`src/rtl/mem_pkg.sv`:
```
// Shared constants for the memory responder and its neighbours (memory-access
// FSM, MAR, MDR): FSM state encoding, RW polarity and default bus widths.
package mem_pkg;

  localparam int unsigned ADDR_W    = 8;   // low address bits decoded by the array
  localparam int unsigned DATA_W    = 16;  // word width, matches MDR
  localparam int unsigned ADDR_IN_W = 16;  // full MAR width seen on the bus
  localparam int unsigned CNT_W     = 4;   // latency counter width (0..15)
  localparam int unsigned ST_W      = 2;

  localparam logic [ST_W-1:0] ST_IDLE = 2'd0;
  localparam logic [ST_W-1:0] ST_WAIT = 2'd1;
  localparam logic [ST_W-1:0] ST_DONE = 2'd2;

  localparam logic RW_READ  = 1'b1;
  localparam logic RW_WRITE = 1'b0;

endpackage : mem_pkg

```
`src/rtl/mem_responder_if.sv`:
```
// Load/store handshake between the memory-access FSM (master) and the memory
// responder (slave).
//   memEN  : request strobe, level-held for the whole access
//   RW     : 1 = load, 0 = store
//   addr   : word address from MAR
//   wdata  : store data from MDR
//   rdata  : load data returned to MDR
//   MFC    : memory-function-complete, held until memEN drops
//   busy   : responder has an access in flight or completed
interface mem_responder_if
  import mem_pkg::*;
#(
  parameter int unsigned DATA_W = mem_pkg::DATA_W
);

  logic                 memEN;
  logic                 RW;
  logic [ADDR_IN_W-1:0] addr;
  logic [DATA_W-1:0]    wdata;
  logic [DATA_W-1:0]    rdata;
  logic                 MFC;
  logic                 busy;

  modport master (
    output memEN, RW, addr, wdata,
    input  rdata, MFC, busy
  );

  modport slave (
    input  memEN, RW, addr, wdata,
    output rdata, MFC, busy
  );

endinterface : mem_responder_if

```
`src/rtl/mem_array.sv`:
```
// Single-port synchronous RAM, DATA_W x 2**ADDR_W, registered read port.
//   clk, rst : clock; rst clears only the read register, never the contents
//   i_we     : write i_wdata to i_addr on this edge
//   i_re     : load the read register from i_addr on this edge
//   i_addr   : word address
//   i_wdata  : write data
//   o_rdata  : read register, holds its value between read strobes
module mem_array
  import mem_pkg::*;
#(
  parameter int unsigned ADDR_W = mem_pkg::ADDR_W,
  parameter int unsigned DATA_W = mem_pkg::DATA_W
) (
  input  logic              clk,
  input  logic              rst,
  input  logic              i_we,
  input  logic              i_re,
  input  logic [ADDR_W-1:0] i_addr,
  input  logic [DATA_W-1:0] i_wdata,
  output logic [DATA_W-1:0] o_rdata
);

  localparam int unsigned DEPTH = 2 ** ADDR_W;

  logic [DATA_W-1:0] r_mem [DEPTH];
  logic [DATA_W-1:0] r_rdata;

  // Storage: no reset so contents survive rst.
  always_ff @(posedge clk) begin
    if (i_we) begin
      r_mem[i_addr] <= i_wdata;
    end
  end

  // Read register: only a read strobe changes it.
  always_ff @(posedge clk or posedge rst) begin
    if (rst) begin
      r_rdata <= '0;
    end else if (i_re) begin
      r_rdata <= r_mem[i_addr];
    end
  end

  assign o_rdata = r_rdata;

endmodule : mem_array

```
`src/rtl/mem_responder.sv`:
```
// Memory-side responder for the load/store handshake. Latches a request when
// memEN is seen high in IDLE, waits LATENCY cycles, performs the access against
// mem_array and raises MFC until the initiator drops memEN. Dropping memEN
// during the wait aborts the access with no side effects.
//   clk, rst : clock, asynchronous active-high reset
//   bus      : slave side of mem_responder_if (memEN/RW/addr/wdata in,
//              rdata/MFC/busy out)
module mem_responder
  import mem_pkg::*;
#(
  parameter int unsigned ADDR_W  = mem_pkg::ADDR_W,
  parameter int unsigned DATA_W  = mem_pkg::DATA_W,
  parameter int unsigned LATENCY = 3
) (
  input  logic            clk,
  input  logic            rst,
  mem_responder_if.slave  bus
);

  logic [ST_W-1:0]   r_state;
  logic [ST_W-1:0]   w_state_nxt;
  logic [CNT_W-1:0]  r_cnt;
  logic [CNT_W-1:0]  w_cnt_nxt;
  logic [ADDR_W-1:0] r_addr;
  logic [ADDR_W-1:0] w_addr_nxt;
  logic              r_rw;
  logic              w_rw_nxt;
  logic [DATA_W-1:0] r_wdata;
  logic [DATA_W-1:0] w_wdata_nxt;
  logic              r_mfc;
  logic              r_busy;
  logic              w_we;
  logic              w_re;
  logic              w_unused_addr;

  // Upper MAR bits are deliberately ignored; the array wraps.
  assign w_unused_addr = ^bus.addr[ADDR_IN_W-1:ADDR_W];

  // State, latched request and status registers.
  always_ff @(posedge clk or posedge rst) begin
    if (rst) begin
      r_state <= ST_IDLE;
      r_cnt   <= '0;
      r_addr  <= '0;
      r_rw    <= RW_WRITE;
      r_wdata <= '0;
      r_mfc   <= 1'b0;
      r_busy  <= 1'b0;
    end else begin
      r_state <= w_state_nxt;
      r_cnt   <= w_cnt_nxt;
      r_addr  <= w_addr_nxt;
      r_rw    <= w_rw_nxt;
      r_wdata <= w_wdata_nxt;
      // Registered decode of the next state so MFC/busy track r_state exactly.
      r_mfc   <= (w_state_nxt == ST_DONE);
      r_busy  <= (w_state_nxt != ST_IDLE);
    end
  end

  // Next-state, request latch and array strobes.
  always_comb begin
    w_state_nxt = r_state;
    w_cnt_nxt   = r_cnt;
    w_addr_nxt  = r_addr;
    w_rw_nxt    = r_rw;
    w_wdata_nxt = r_wdata;
    w_we        = 1'b0;
    w_re        = 1'b0;

    case (r_state)
      ST_IDLE: begin
        if (bus.memEN) begin
          w_addr_nxt  = bus.addr[ADDR_W-1:0];
          w_rw_nxt    = bus.RW;
          w_wdata_nxt = bus.wdata;
          w_cnt_nxt   = CNT_W'(LATENCY);
          w_state_nxt = ST_WAIT;
        end
      end
      ST_WAIT: begin
        if (!bus.memEN) begin
          // Abort: nothing touches the array or rdata.
          w_state_nxt = ST_IDLE;
        end else if (r_cnt != '0) begin
          w_cnt_nxt = r_cnt - CNT_W'(1);
        end else begin
          w_state_nxt = ST_DONE;
          if (r_rw == RW_READ) begin
            w_re = 1'b1;
          end else begin
            w_we = 1'b1;
          end
        end
      end
      ST_DONE: begin
        // Leaving DONE only on memEN low guarantees the low sample a new request needs.
        if (!bus.memEN) begin
          w_state_nxt = ST_IDLE;
        end
      end
      default: begin
        w_state_nxt = ST_IDLE;
      end
    endcase
  end

  // The array's read register is the rdata output register.
  mem_array #(
    .ADDR_W (ADDR_W),
    .DATA_W (DATA_W)
  ) u_array (
    .clk     (clk),
    .rst     (rst),
    .i_we    (w_we),
    .i_re    (w_re),
    .i_addr  (r_addr),
    .i_wdata (r_wdata),
    .o_rdata (bus.rdata)
  );

  assign bus.MFC  = r_mfc;
  assign bus.busy = r_busy;

endmodule : mem_responder

```
`src/flat_wrapper.sv`:
```
// flat-port wrapper written by rule: the top's interface ports become plain ports
module mem_responder_flat import mem_pkg::*;
#(
  parameter int unsigned ADDR_W  = mem_pkg::ADDR_W,
  parameter int unsigned DATA_W  = mem_pkg::DATA_W,
  parameter int unsigned LATENCY = 3
)
  (clk, rst, bus_memEN, bus_RW, bus_addr, bus_wdata, bus_rdata, bus_MFC, bus_busy);
  mem_responder_if #(.DATA_W(DATA_W)) bus_i ();
  input  logic clk;
  input  logic rst;
  input wire logic [$bits(bus_i.memEN)-1:0] bus_memEN;
  input wire logic [$bits(bus_i.RW)-1:0] bus_RW;
  input wire logic [$bits(bus_i.addr)-1:0] bus_addr;
  input wire logic [$bits(bus_i.wdata)-1:0] bus_wdata;
  output wire logic [$bits(bus_i.rdata)-1:0] bus_rdata;
  output wire logic [$bits(bus_i.MFC)-1:0] bus_MFC;
  output wire logic [$bits(bus_i.busy)-1:0] bus_busy;
  assign bus_i.memEN = bus_memEN;
  assign bus_i.RW = bus_RW;
  assign bus_i.addr = bus_addr;
  assign bus_i.wdata = bus_wdata;
  assign bus_rdata = bus_i.rdata;
  assign bus_MFC = bus_i.MFC;
  assign bus_busy = bus_i.busy;
  mem_responder #(.ADDR_W(ADDR_W), .DATA_W(DATA_W), .LATENCY(LATENCY)) u_core (.clk(clk), .rst(rst), .bus(bus_i));
endmodule
```
`config.mk`:
```
export PLATFORM = sky130hd
export DESIGN_NAME = mem_responder_flat
export DESIGN_NICKNAME = d
export VERILOG_FILES = /design/src/rtl/mem_pkg.sv /design/src/rtl/mem_responder_if.sv /design/src/rtl/mem_array.sv /design/src/rtl/mem_responder.sv /design/src/flat_wrapper.sv
export SDC_FILE = /design/constraint.sdc
export NUM_CORES = 2
export LEC_CHECK = 0
export CAP_MARGIN = 30
export CELL_PAD_IN_SITES_DETAIL_PLACEMENT = 1
export CELL_PAD_IN_SITES_GLOBAL_PLACEMENT = 1
export CORE_AREA = 2 2 467 817
export DETAILED_ROUTE_END_ITERATION = 16
export DIE_AREA = 0 0 469 819
export PLACE_DENSITY_LB_ADDON = 0.1
export SLEW_MARGIN = 20
export SYNTH_ARGS = -nofsm -noshare
export SYNTH_HDL_FRONTEND = slang
export SYNTH_SLANG_ARGS = --single-unit
```
`constraint.sdc`:
```
create_clock -name clk -period 10.4 [get_ports clk]
set_clock_uncertainty 0.2 [all_clocks]
set_input_delay 3.12 -clock clk [delete_from_list [all_inputs] [get_ports clk]]
set_output_delay 3.12 -clock clk [all_outputs]
set_load 0.01 [all_outputs]
```
Yosys cells after proc, flatten, opt, wreduce, memory -nomap -nowiden
Memories as Yosys holds them, arrays and structs flattened. A register that Yosys moved wholly into a read port is not among the register bits.
Cells that the tools add are included.
Storage, ports and cells
  bits in writable memories: 4096
  bits in registers: 33
  bits of input ports: 36
  output and inout port bits: 18
  logic and storage cells: 40
  memories kept: 1
Operators by class
  mux-type cells: 19
  equal/unequal tests: 6
  $add $sub $neg: 1
  reduce and logical (&&, ||, !) cells: 6
Memories
  u_core.u_array.r_mem: depth 256, bits a word 16, read ports 1, clocked after memory_dff 1, write ports 1, line mem_array.sv:25  | logic [DATA_W-1:0] r_mem [DEPTH];
Operators by type and width (number)
  2-to-1 mux 4 bit: 3
  2-to-1 mux 1 bit: 10
  2-to-1 mux 2 bit: 4
  case mux 4 bit (2 select lines): 1
  case mux 2 bit (3 select lines): 1
  equality test 2 bit, second input constant: 2
  inequality test 2 bit, second input constant: 2
  AND reduction 4 bit: 1
  nonzero test 2 bit: 2
  nonzero test 4 bit: 1
  subtractor 4 x 1 -> 4 bit, second input constant: 1
  equality test 2 x 1 -> 1 bit, second input constant: 1
  zero test 2 bit: 1
  inequality test 2 x 1 -> 1 bit, second input constant: 1
  AND reduction 2 bit: 1

Longest topological paths before layout
  depth after elaboration: 6
  depth in mapped cells: 12
  depth with buffers taken out: 9

By module
A second synthesis with hierarchy kept.
Unflattened totals
  cells, all modules: 7269
  area total of the unflattened synthesis: 159135.1 µm²
By module, submodules not included
  mem_array: area each 157788.8 µm², cells an instance 7180, seq. area each 123398.3 µm², instances 1
  mem_responder: area each 1346.3 µm², cells an instance 89, seq. area each 825.8 µm², instances 1

Least setup slack after synthesis
Ideal clock, no wire load.
  path type: input port to flip-flop
  start: input bus_memEN
  end: memory u_core.u_array.r_mem[224][0], enable pin
  data required time: 9812 ps
  setup time: 388 ps
  stages: 6
  slack: 4690 ps
  buffers on the path: 1
  data arrival time: 5121 ps
  cell sequence: nand2b_1 -> or3_1 -> nor3b_1 -> nand3_1 -> clkbuf_1 -> nor2_1
Between the ends
  longest elaborated chain between the ends: 4
Ends and longest elaborated chain
  start, declared: line flat_wrapper.sv:12  | input wire logic [$bits(bus_i.memEN)-1:0] bus_memEN;
  2-to-1 mux 1 bit: line mem_responder.sv:82  | if (!bus.memEN) begin
  2-to-1 mux 1 bit: line mem_responder.sv:71  | case (r_state)
  2-to-1 mux 1 bit: line mem_array.sv:30  | if (i_we) begin
  2-to-1 mux 1 bit (implied by the code): line mem_array.sv:31  | r_mem[i_addr] <= i_wdata;
  end, declared: line mem_array.sv:25
No other way between the ends.

Worst setup path after layout
  start: input bus_memEN
  end: memory u_core.u_array.r_mem[236][9], enable pin
The elaborated chain is that of the path after synthesis.

==> impl_results.md <==
- Outcome: complete, no violations
- Largest stage delay on the critical path: 930 ps
- Post-Syn Area: 158000 µm²
- Worst-margin pin slew: 1260 ps
- Post-Synthesis Cells: 7222
- Gr busiest metal: met2
- Worst Path Buf+Inv: 3
- YS warnings: 0
- Adder-Cell Fraction of Synth Area: 0.0158%
- Total gr overflow: 0
- Fmax: 154 MHz
- Core area: 378000 µm²
- Cell Chain, Critical Path: clkdlybuf4s50_1, nand2b_1, or3_1, nor3b_2, buf_4, nand3_1, nor2_1, buf_4
- GPL Wtd Cong: 0.840
- Largest family of logic cells by synthesized area: multiplexers
- Hold crit path type: reg -> reg
- Post-DP HPWL: 319 mm
- Total vias in the final route: 77.3k
- Leak: 55.9 nW
- Drt first-iter violations: 7259
- Clk buf depth: 4
- Largest net degree at the start of global routing: 181
- RSZ-0062 raised after global routing: no
- WL final: 499 mm
- Count of cell types in the netlist: 67
- Ys flop type: edfxtp_1
- Sink Count: 4145
- DR pass1 iterations: 5
- Mux contribution to synthesized area: 15.2%
- Vias/cell: 5.95
- Asr flop ratio synth: 1.18%
- Simple-gate portion of the synthesized area: 1.96%
- H-tree Lvls: 5
- Critical Path Sink Type: flip-flop
- Mapped Nets: 7260
- Place WS: 2960 ps
- Fillers: 33.6k
- Worst-Skew Late Latency: 960 ps
- Fin Setup TNS: 0 ps
- Met3 GRT Util: 2.74%
- Vias in the first global route: 81.8k
- Final period utilization: 62.3%
- Seq/Total Area, Yosys: 78.6%
- Post-CTS setup buffers: 0
- Die area: 384000 µm²
- Routed wire per std cell: 38.3 µm
- Worst EP arrival: 6930 ps
- PnR worst setup slack: 3930 ps
- Hold buffer count at cts: 0
- Post-CTS sizing: 0
- Port bufs: 45
- Mapped Avg Cell Area: 21.9 µm²
- Die Y: 819 µm
- Fin nets: 7746
- Initial antenna violation count: 24
- Commonest non-fill, non-tap cell in the layout: edfxtp_1
- Met1 GRT Util: 30.9%
- GRT Overall Usage: 25.9%
- Synth Area in XOR/XNOR: 0.0111%
- CP Launch Type: input port
- P&R area growth vs syn: 13.8%
- Initial Util: 41.8%
- Clock-pin transition on the worst setup and hold timing paths: 60 ps
- Drt drc: 0
- Synth Register Bits: 4145
- Kind of critical path: in -> reg
- Number of cell rows: 299
- CP Max Fanout: 16
- First-pass GRT wire length: 683 mm
- Worst slew margin: 16.2%
- Post-synth EDFFs: 4096
- Post-DRT Antenna Nets: 0
- Cell mode on critical path: buf_4
- Power Dens Cells: 223 nW/µm²
- Root buf cell: clkbuf_16
- IO Pins: 54
- CTS tree: done
- Compound-gate portion of the synthesized area: 2.98%
- Slowest stage cell, crit path: nor2_1
- Slew Viols, Final: 0
- Hold Vio Cnt, Final: 0
- Ratio of cells with drive above 1 in the final layout: 26.6%
- Die Wd: 469 µm
- Setup violations, final: 0
- Worst vdd ir: 0.000147 V
- Total power: 40.2 mW
- CP delay by family, top: simple AND/OR/NAND/NOR gates
- Crit path time final: 6470 ps
- MaxCap Viol Count: 0
- Most frequent cells in the layout: 4096 x edfxtp_1, 871 x mux4_2, 381 x clkbuf_16
- Met2 usage: 46.3%
- WP data required: 10850 ps
- TritonCTS Buffers: 377
registers in the layout, indices dropped and copies added (netlist names):
register                count
u_core.r_addr               8
u_core.bus.busy             1
u_core.u_array.o_rdata     16
u_core.bus.MFC              1
u_core.r_rw                 1
u_core.r_cnt                4
u_core.u_array.r_mem     4096
u_core.r_wdata             16
u_core.r_state              2
synth_stat cells (3+ instances only):
library cell / n / area, µm²
a2111oi_0: 15 / 131
a211oi_1: 65 / 488
a21oi_1: 22 / 110
a221oi_1: 51 / 447
a22o_1: 28 / 245
a22oi_1: 102 / 766
a31oi_1: 22 / 138
a32o_1: 3 / 30.0
a32oi_1: 7 / 61.3
and2_1: 12 / 75.1
and3_1: 15 / 93.8
and4_1: 10 / 87.6
buf_1: 33 / 124
buf_2: 153 / 766
buf_4: 56 / 420
buf_6: 3 / 33.8
clkbuf_1: 174 / 653
dfrtp_1: 49 / 1230
edfxtp_1: 4096 / 123000
inv_1: 4 / 15.0
mux2_2: 68 / 766
mux2i_1: 358 / 3580
mux4_2: 871 / 19600
nand2_1: 137 / 514
nand2b_1: 7 / 43.8
nand3_1: 48 / 240
nand4_1: 35 / 219
nand4b_1: 3 / 26.3
nor2_1: 306 / 1150
nor2b_1: 26 / 163
nor3_1: 5 / 25.0
nor3b_1: 4 / 30.0
nor4_1: 49 / 307
o211ai_1: 4 / 30.0
o21ai_0: 52 / 260
o221ai_1: 4 / 35.0
o22a_1: 5 / 43.8
o22ai_1: 278 / 1740
o41ai_1: 3 / 26.3
metrics by stage:
stage | instances | utilization, % | cell area [µm²] | hold slack (ps)
final | 13003 | 47.6 | 180000 | 320
after global routing | 12990 | 47.6 | 180000 | 345
after CTS | 12953 | 47.5 | 179000 | 309
after detailed placement | 12267 | 44.3 | 167000 | 295
after global placement | 12178 | 44.0 | 166000 | 296
after floorplan | 7222 | - | 158000 | 288
report_power, final:
group | internal, mW | switching (mW)
sequential | 19.3 | 0.366
clock | 7.71 | 6.26
combinational | 2.04 | 4.54
cell families after synthesis:
logic type,after synthesis
buf+inv,425
fa+ha+maj,2
flops,4145
simple gates,672
compound gates,679
mux,1297
xor+xnor,2
final timing paths:
path,from,end,slack (ps),cells past startpoint
min in group asynchronous,rst,u_core.r_wdata[9]$_DFFE_PP0P_,2470,3
worst min register to register,u_core.u_array.o_rdata[2]$_DFFE_PP0P_,u_core.u_array.o_rdata[2]$_DFFE_PP0P_,320,1
worst max-delay path,bus_memEN,u_core.u_array.r_mem[236][9]$_DFFE_PP_,3930,8
worst max register to register,u_core.r_addr[1]$_DFFE_PP0P_,u_core.u_array.o_rdata[15]$_DFFE_PP0P_,4750,8
max in group asynchronous,rst,u_core.r_wdata[2]$_DFFE_PP0P_,6950,3
worst min-delay path,u_core.u_array.o_rdata[2]$_DFFE_PP0P_,u_core.u_array.o_rdata[2]$_DFFE_PP0P_,320,1
layout make-up:
| type | instances | area (µm²) | area share (%) |
|---|---|---|---|
| flip-flops and latches | 4145 | 124000 | 69.1 |
| multi-input cells | 2652 | 32400 | 18.0 |
| clock buffers | 460 | 9830 | 5.46 |
| well taps | 4966 | 6210 | 3.45 |
| repair buffers | 526 | 4960 | 2.75 |
| clock inverters | 226 | 2150 | 1.20 |
| diodes | 22 | 55.1 | 0.0306 |
| inverters | 6 | 26.3 | 0.0146 |
per-layer routing:
layer / vias to the layer above / wire length, µm
met1: 42795 / 183000
met3: 681 / 21700
li1: 31556 / -
met2: 2310 / 266000
met4: 2 / 28200
met5: - / 13
No activity file was read; power rests on OpenSTA's default activity.
